### src/rtl/pitch_request_scheduler.sv
// pitch_request_scheduler
// Shares one pitch_adjuster between VOICES voice controllers. Pending
// (note, octave) requests are granted round-robin; a granted job is issued to
// the adjuster with the common C base pitch, and the adjuster's result is
// written into the granted voice's pitch register.
module pitch_request_scheduler #(
  parameter int VOICES     = 8,
  parameter int VOICE_BITS = 3
) (
  input  logic                     clk,
  input  logic                     reset,
  input  logic [15:0]              base_pitch,
  input  logic [VOICES-1:0]        req_valid,
  input  logic [4*VOICES-1:0]      req_note,
  input  logic [2*VOICES-1:0]      req_octave,
  output logic [VOICES-1:0]        req_ack,
  output logic                     adj_start,
  output logic [15:0]              adj_reference_pitch,
  output logic [3:0]               adj_note,
  output logic [1:0]               adj_octave,
  input  logic [15:0]              adj_result,
  input  logic                     adj_result_valid,
  output logic [16*VOICES-1:0]     pitch_out,
  output logic [VOICES-1:0]        pitch_update,
  output logic [VOICES-1:0]        reject,
  output logic                     busy
);

  // Highest note index the adjuster understands (B); anything above is dropped.
  localparam logic [3:0] NOTE_MAX = 4'd11;

  typedef enum logic [1:0] {
    IDLE      = 2'd0,
    ISSUE     = 2'd1,
    WAIT_CLR  = 2'd2,
    WAIT_DONE = 2'd3
  } state_t;

  state_t                state;
  logic [VOICE_BITS-1:0] rr_ptr;
  logic [VOICE_BITS-1:0] cur_voice;

  logic                  grant_found;
  logic [VOICE_BITS-1:0] grant_idx;
  logic [VOICE_BITS-1:0] next_ptr;
  logic [3:0]            grant_note;
  logic [1:0]            grant_octave;
  logic                  grant_ok;

  // rr_ptr + off, wrapped into 0..VOICES-1 (VOICES need not be a power of 2)
  function automatic logic [VOICE_BITS-1:0] wrap_idx(
    input logic [VOICE_BITS-1:0] base,
    input int                    off
  );
    int s;
    s = int'(base) + off;
    if (s >= VOICES) s = s - VOICES;
    return VOICE_BITS'(s);
  endfunction

  // Round-robin search: first pending request at or above rr_ptr, wrapping
  always_comb begin
    grant_found = 1'b0;
    grant_idx   = '0;
    for (int i = 0; i < VOICES; i++) begin
      if (!grant_found && req_valid[wrap_idx(rr_ptr, i)]) begin
        grant_found = 1'b1;
        grant_idx   = wrap_idx(rr_ptr, i);
      end
    end
  end

  // Operand extraction for the granted voice and the pointer after it
  always_comb begin
    grant_note   = req_note[{grant_idx, 2'b00} +: 4];
    grant_octave = req_octave[{grant_idx, 1'b0} +: 2];
    grant_ok     = (grant_note <= NOTE_MAX);
    next_ptr     = (int'(grant_idx) == VOICES - 1) ? '0
                                                   : grant_idx + VOICE_BITS'(1);
  end

  // Ack is only given while IDLE, in the same cycle the grant is decided
  always_comb begin
    req_ack = '0;
    if (state == IDLE && grant_found)
      req_ack = VOICES'(1) << grant_idx;
  end

  assign busy = (state != IDLE);

  // Scheduler FSM: grant, issue, skip the stale-valid cycle, then wait for done
  always_ff @(posedge clk) begin
    if (reset) begin
      state               <= IDLE;
      rr_ptr              <= '0;
      cur_voice           <= '0;
      adj_start           <= 1'b0;
      adj_reference_pitch <= '0;
      adj_note            <= '0;
      adj_octave          <= '0;
      pitch_out           <= '0;
      pitch_update        <= '0;
      reject              <= '0;
    end else begin
      pitch_update <= '0;
      reject       <= '0;
      case (state)
        IDLE: begin
          if (grant_found) begin
            rr_ptr <= next_ptr;
            if (grant_ok) begin
              cur_voice           <= grant_idx;
              adj_note            <= grant_note;
              adj_octave          <= grant_octave;
              adj_reference_pitch <= base_pitch;
              adj_start           <= 1'b1;
              state               <= ISSUE;
            end else begin
              // Out-of-range note: drop it without touching the adjuster
              reject[grant_idx] <= 1'b1;
            end
          end
        end
        ISSUE: begin
          adj_start <= 1'b0;
          state     <= WAIT_CLR;
        end
        WAIT_CLR: begin
          // adj_result_valid may still be the previous job's level here
          state <= WAIT_DONE;
        end
        WAIT_DONE: begin
          if (adj_result_valid) begin
            pitch_out[{cur_voice, 4'b0000} +: 16] <= adj_result;
            pitch_update[cur_voice]               <= 1'b1;
            state                                 <= IDLE;
          end
        end
        default: state <= IDLE;
      endcase
    end
  end

endmodule
### config.mk
export PLATFORM = sky130hd
export DESIGN_NAME = pitch_request_scheduler
export DESIGN_NICKNAME = d
export VERILOG_FILES = /design/src/rtl/pitch_request_scheduler.sv
export SDC_FILE = /design/constraint.sdc
export NUM_CORES = 1
export LEC_CHECK = 0
export BUFFER_PORTS_ARGS = -buffer_cell sky130_fd_sc_hd__buf_2
export CAP_MARGIN = 20
export CORE_UTILIZATION = 39
export CTS_CLUSTER_DIAMETER = 30
export DETAILED_ROUTE_END_ITERATION = 8
export PLACE_DENSITY = 0.75
export RECOVER_POWER = 50
export SLEW_MARGIN = 20
export SYNTH_ARGS = -nofsm -noshare
export SYNTH_HDL_FRONTEND = slang
export SYNTH_SLANG_ARGS = --single-unit
### constraint.sdc
create_clock -name clk -period 5.2 [get_ports clk]
set_clock_uncertainty 0.15 [all_clocks]
set_input_delay 0.52 -clock clk [delete_from_list [all_inputs] [get_ports clk]]
set_output_delay 0.52 -clock clk [all_outputs]
set_load 0.01 [all_outputs]
Word level (Yosys, flattened, before mapping)
Cells that the tools add are included.
{"block": "totals", "reg_bits": 175, "out_inout_bits": 176}
{"block": "op_classes", "add_sub_neg": 17, "magnitude_cmp": 21, "n_eq_ne": 7, "shifts": 5, "n_mux": 54, "bitwise_logic": 4, "n_reduce_logical": 27}
{"cell": "bitwise mux 128 bit", "count": 1}
{"cell": "variable shift 16 x 9 -> 128 bit (first input constant)", "count": 1}
{"cell": "variable part select 16 x 9 -> 128 bit", "count": 1}
{"cell": "two-way mux 3 bit", "count": 17}
{"cell": "less-than comparator 3 x 4 -> 1 bit (second input constant)", "count": 10}
{"cell": "variable part select 32 x 6 -> 4 bit", "count": 1}
{"cell": ">= comparator 4 bit (second input constant)", "count": 7}
{"cell": "binary-select mux 1 bit (select 3 bit)", "count": 8}
{"cell": "subtractor 3 x 1 -> 3 bit (second input constant)", "count": 8}
{"cell": "two-way mux 1 bit", "count": 20}
{"cell": "adder 3 x 3 -> 4 bit (second input constant)", "count": 4}
{"cell": "variable part select 16 x 5 -> 2 bit", "count": 1}
{"cell": "logical AND 1 bit", "count": 10}
{"cell": "negation 7 -> 9 bit", "count": 1}
{"cell": "AND reduction 3 bit", "count": 3}
{"cell": "adder 3 x 2 -> 4 bit (second input constant)", "count": 2}
{"cell": "two-way mux 8 bit", "count": 1}
{"cell": "case mux 2 bit (4 select lines)", "count": 1}
{"cell": "left shift 1 x 3 -> 8 bit (first input constant)", "count": 1}
{"cell": "logical NOT 1 bit", "count": 7}
{"cell": "demux 1 bit (select 3 bit)", "count": 2}
{"cell": ">= comparator 3 x 1 -> 1 bit (second input constant)", "count": 2}
{"cell": "two-way mux 2 bit", "count": 3}
{"cell": "inequality test 2 bit (second input constant)", "count": 3}
{"cell": "14 further kinds", "count": 20}

Longest topological paths before layout
{"block": "logic_depth", "ltp_word": 31, "depth_mapped": 20}

Least setup slack after synthesis
OpenSTA, ideal clock, no wires.
{"block": "synth_timing", "kind": "reg-to-reg", "from": "reg rr_ptr[1]", "to": "reg cur_voice[0]", "setup_time_ps": 72, "t_arrival_ps": 4478, "t_required_ps": 4978, "slack_ps": 500, "stages_incl_launch_ff": 19, "n_path_buf": 5, "path_cell_list": "dfxtp_1 > buf_1 > inv_1 > ha_1 > buf_6 > buf_6 > mux4_2 > mux2_4 > o32ai_4 > o2111ai_1 > a21o_1 > and2_1 > buf_2 > inv_2 > mux2_2 > o221a_4 > a21oi_4 > buf_8 > mux2i_1"}
{"block": "synth_via", "elab_chain_len": 29, "word_cells_on_any_way": 80, "cone_classes": "add/sub (15); order compare (9); shift (1); mux (40); reduce/logical (15)"}
{"element": "from (decl)", "line_no": "40", "text": "logic [VOICE_BITS-1:0] rr_ptr;"}
{"element": "from (signal assigned)", "line_no": "110", "text": "rr_ptr <= next_ptr;"}
{"element": "parallel branches: the longest is 29 deep, another holds adder 3 x 1 -> 4 bit"}
{"element": "to (signal assigned)", "line_no": "112", "text": "cur_voice <= grant_idx;"}
{"element": "to (decl)", "line_no": "41", "text": "logic [VOICE_BITS-1:0] cur_voice;"}
Several ways; the timed one is not identified. The select of a mux whose other input is x is not followed.
A chain may end at the register's enable or synchronous reset.

Final worst setup path
{"block": "layout_timing", "from": "reg rr_ptr[1]", "to": "out req_ack[3]"}
{"block": "layout_via", "elab_chain_len": 28, "word_cells_on_any_way": 80, "cone_classes": "add/sub (15); order compare (8); shift (1); mux (41); reduce/logical (15)"}
{"element": "parallel branches: the longest is 27 deep, another holds adder 3 x 1 -> 4 bit"}
{"element": "two-way mux 8 bit (*)", "line_no": "85", "text": "if (state == IDLE && grant_found)"}
{"element": "to (decl)", "line_no": "16", "text": "output logic [VOICES-1:0] req_ack,"}
Mark *: on every way between the ends. The select of a mux whose other input is x is not followed.

==> run metrics <==
share of flip-flops with an asynchronous set or reset=0%; Critical Path Start Type=flip-flop; cell count after synthesis=1,009; achievable frequency=roughly 0.20 GHz; most common cell after layout, fill and taps aside=sky130_fd_sc_hd__dfxtp_1; routability congestion estimate from global placement=0.983; initial antenna violation count=1; synthesis-to-finish area growth=22.1%; transition time at the pin with the least slew margin=1110 ps; die outline width=150 um; switching portion of total power=42.3%; boundary pin count=267; count of flip-flops with a built-in enable after synthesis=0; Initial DRT Pass Iterations=7; effective utilization at floorplan=40.2%; hpwl dp=19,700 um; DR vias/cell=5.53; first-pass GRT wire length=41,800 um; clock transition at the register clock pins on the worst setup and hold paths after CTS=70 ps; net total in the final layout=between 1,000 and 1,500; distinct cell type count after synthesis=79; final hold violations=0; critical path type=reg -> out; maximum fanout encountered on the critical timing path=17; unrepaired setup endpoints after global routing=no; combinational group share of total power=49.7%; post-DR wirelength/cell=~18 um; number of buffers added by the clock tree synthesis step=17; Max H-tree Level=4; quantity of I/O buffers inserted on ports=266; TritonCTS clock tree=yes; number of max-slew violations in the final report=0; static leakage=3.91 nW; outcome=completed; Tot GR Track Use=23.9%; Seq/Total Area, Yosys=40.9%; worst-case reg-to-reg path depth=14; gr ovfl total=0; standard cell core area=21,300 um^2; Hold WC Path Type=in -> reg; min cycle time layout=4950 ps; sw power=2.33 mW; max_slew headroom=between 20% and 30%; Internal Pwr Total=approximately 3.2 mW; total of max-cap violations=0; Data arrival, critical path=4280 ps; clock insertion delay at the later pin of the skew report=430 ps; data required time of the worst path=4530 ps; post-synthesis instance area=8560 um^2; area of the die=22,500 um^2; remaining number of nets flagged by the antenna check after routing=0; CTS root buffer=sky130_fd_sc_hd__clkbuf_16; total via count in the routed design=approximately 8,400; Post-Synthesis Mean Instance Area=8.48 um^2; net count of the mapped netlist=1,117; die outline height=between 150 and 200 um; fraction of layout cells with a size suffix above 1=16.3%; clk buf depth=2; top library cells by usage in the layout, fill and taps aside=175 x sky130_fd_sc_hd__dfxtp_1, 167 x sky130_fd_sc_hd__clkbuf_1, 166 x sky130_fd_sc_hd__nand2_1; post_cts resized=2; drt first-iter violations=610; placement row count=between 50 and 60; power density normalized to cell area=527 nW/um^2; clk sinks=175; total negative slack=0 ps; number of synthesis warnings=0; number of buffers inserted to repair setup after CTS=0; number of cells on the worst hold path=3; post-detailed-route DRC marker count=0; largest vdd supply drop=414 uV; capturing element type of the critical path=output pin; Routed Wire Length=27,500 um; Post-Layout Inst Area=10,500 um^2; placed inst area=10,000 um^2; clock group share of total power=22.9%; flip-flop and latch count after synthesis=175; maximum number of pins on one net before global-route repair=76; Setup violations, final=0; hold_buf cts=0; Primary FF master, synth=sky130_fd_sc_hd__dfxtp_1; vias in the first global route=7,664; sequential group share of total power=27.4%; final clock period utilization by the worst path=95.2%
metal layers:
metal  up-vias  track usage, %  wire [um]
met5         -               0          0
met4         0            9.14        856
met3        56            4.58       1890
met2       380            38.3      12800
met1      3944            31.8      12000
li1       3988               -          -
sequential cells by signal, summed over array words and instances (netlist names):
name                 flops
pitch_out              128
adj_reference_pitch     16
pitch_update             8
reject                   8
adj_note                 4
cur_voice                3
rr_ptr                   3
adj_octave               2
state                    2
adj_start                1
critical path: stages, from the launching register on:
cell,delay (ps)
sky130_fd_sc_hd__dfxtp_1,330
sky130_fd_sc_hd__inv_1,110
sky130_fd_sc_hd__ha_4,450
sky130_fd_sc_hd__mux4_2,610
sky130_fd_sc_hd__nor4_4,430
sky130_fd_sc_hd__and2_2,290
sky130_fd_sc_hd__o2111ai_2,160
sky130_fd_sc_hd__a41o_4,330
sky130_fd_sc_hd__nor2_4,220
sky130_fd_sc_hd__clkinv_4,200
sky130_fd_sc_hd__ha_1,240
sky130_fd_sc_hd__ha_1,190
sky130_fd_sc_hd__and2_1,140
sky130_fd_sc_hd__buf_2,130
power groups by stage:
stage          Clock, mW  Combinational, mW  Sequential [mW]
2_1_floorplan          0               2.08             1.54
3_3_place_gp           0               2.65             1.53
3_5_place_dp           0               2.69             1.53
4_1_cts             1.27               2.71             1.51
5_1_grt             1.33               2.97             1.52
6_report            1.26               2.74             1.51
cells in the mapped netlist (5+ instances only):
| cell type | instances | share of area (%) |
|---|---|---|
| sky130_fd_sc_hd__a21oi_1 | 111 | 6.5 |
| sky130_fd_sc_hd__o211ai_1 | 5 | 0.44 |
| sky130_fd_sc_hd__mux2i_1 | 63 | 7.4 |
| sky130_fd_sc_hd__ha_1 | 17 | 2.5 |
| sky130_fd_sc_hd__nand2b_1 | 8 | 0.58 |
| sky130_fd_sc_hd__mux2_2 | 7 | 0.92 |
| sky130_fd_sc_hd__buf_2 | 5 | 0.29 |
| sky130_fd_sc_hd__nor3_1 | 13 | 0.76 |
| sky130_fd_sc_hd__nor2_1 | 66 | 2.9 |
| sky130_fd_sc_hd__o2111ai_1 | 5 | 0.51 |
| sky130_fd_sc_hd__nor2b_1 | 10 | 0.73 |
| sky130_fd_sc_hd__nand3_1 | 117 | 6.8 |
| sky130_fd_sc_hd__and4_1 | 9 | 0.92 |
| sky130_fd_sc_hd__a211oi_1 | 7 | 0.61 |
| sky130_fd_sc_hd__dfxtp_1 | 175 | 41 |
| sky130_fd_sc_hd__nand2_1 | 166 | 7.3 |
| sky130_fd_sc_hd__inv_1 | 16 | 0.70 |
| sky130_fd_sc_hd__a31oi_1 | 5 | 0.37 |
| sky130_fd_sc_hd__clkbuf_1 | 72 | 3.2 |
| sky130_fd_sc_hd__and2_1 | 8 | 0.58 |
| sky130_fd_sc_hd__a211o_1 | 5 | 0.51 |
| sky130_fd_sc_hd__and3_1 | 5 | 0.37 |
| sky130_fd_sc_hd__o21ai_0 | 10 | 0.58 |
| sky130_fd_sc_hd__mux4_2 | 13 | 3.4 |
worst paths after layout:
path	slack, ps	start	endpoint
max reg2reg	650	rr_ptr[1]$_SDFFE_PP0P_	adj_reference_pitch[10]$_SDFFE_PP0P_
min reg2reg	300	pitch_out[121]$_SDFFE_PP0P_	pitch_out[121]$_SDFFE_PP0P_
min	190	base_pitch[7]	adj_reference_pitch[7]$_SDFFE_PP0P_
max	250	rr_ptr[1]$_SDFFE_PP0P_	req_ack[3]
metrics by stage:
stage | power, mW | setup WS (ps) | util, % | instances | hold WS (ps)
after floorplan | 3.62 | 500 | - | 1009 | 328
after global placement | 4.18 | 394 | 47.0 | 1478 | 289
after detailed placement | 4.22 | 219 | 47.1 | 1479 | 293
after CTS | 5.49 | 166 | 49.9 | 1510 | 171
after global routing | 5.82 | 14.6 | 49.1 | 1512 | 186
final | 5.50 | 248 | 49.1 | 1512 | 188
logic make-up after synthesis:
group                      count (synthesis)  synth area share, %
xor gates and xnor gates                   3                0.307
AOI/OAI and AO/OA                        196                 15.5
adders and majority gates                 17                 2.49
and+or+nand+nor                          421                 22.7
DFF                                      175                 40.9
muxes                                     89                 12.6
buffers and inverters                    108                 5.41
area by class of cell:
class                      count  area (um^2)
clock inverter                14          156
timing repair buffer         283         1280
tap                          275          344
multi-input combinational    726         4660
sequential                   175         3500
inverter                      21         83.8
clock buffer                  17          425
antenna                        1         2.50
fill                        2105        10800
Power figures use the tool's default switching activity.
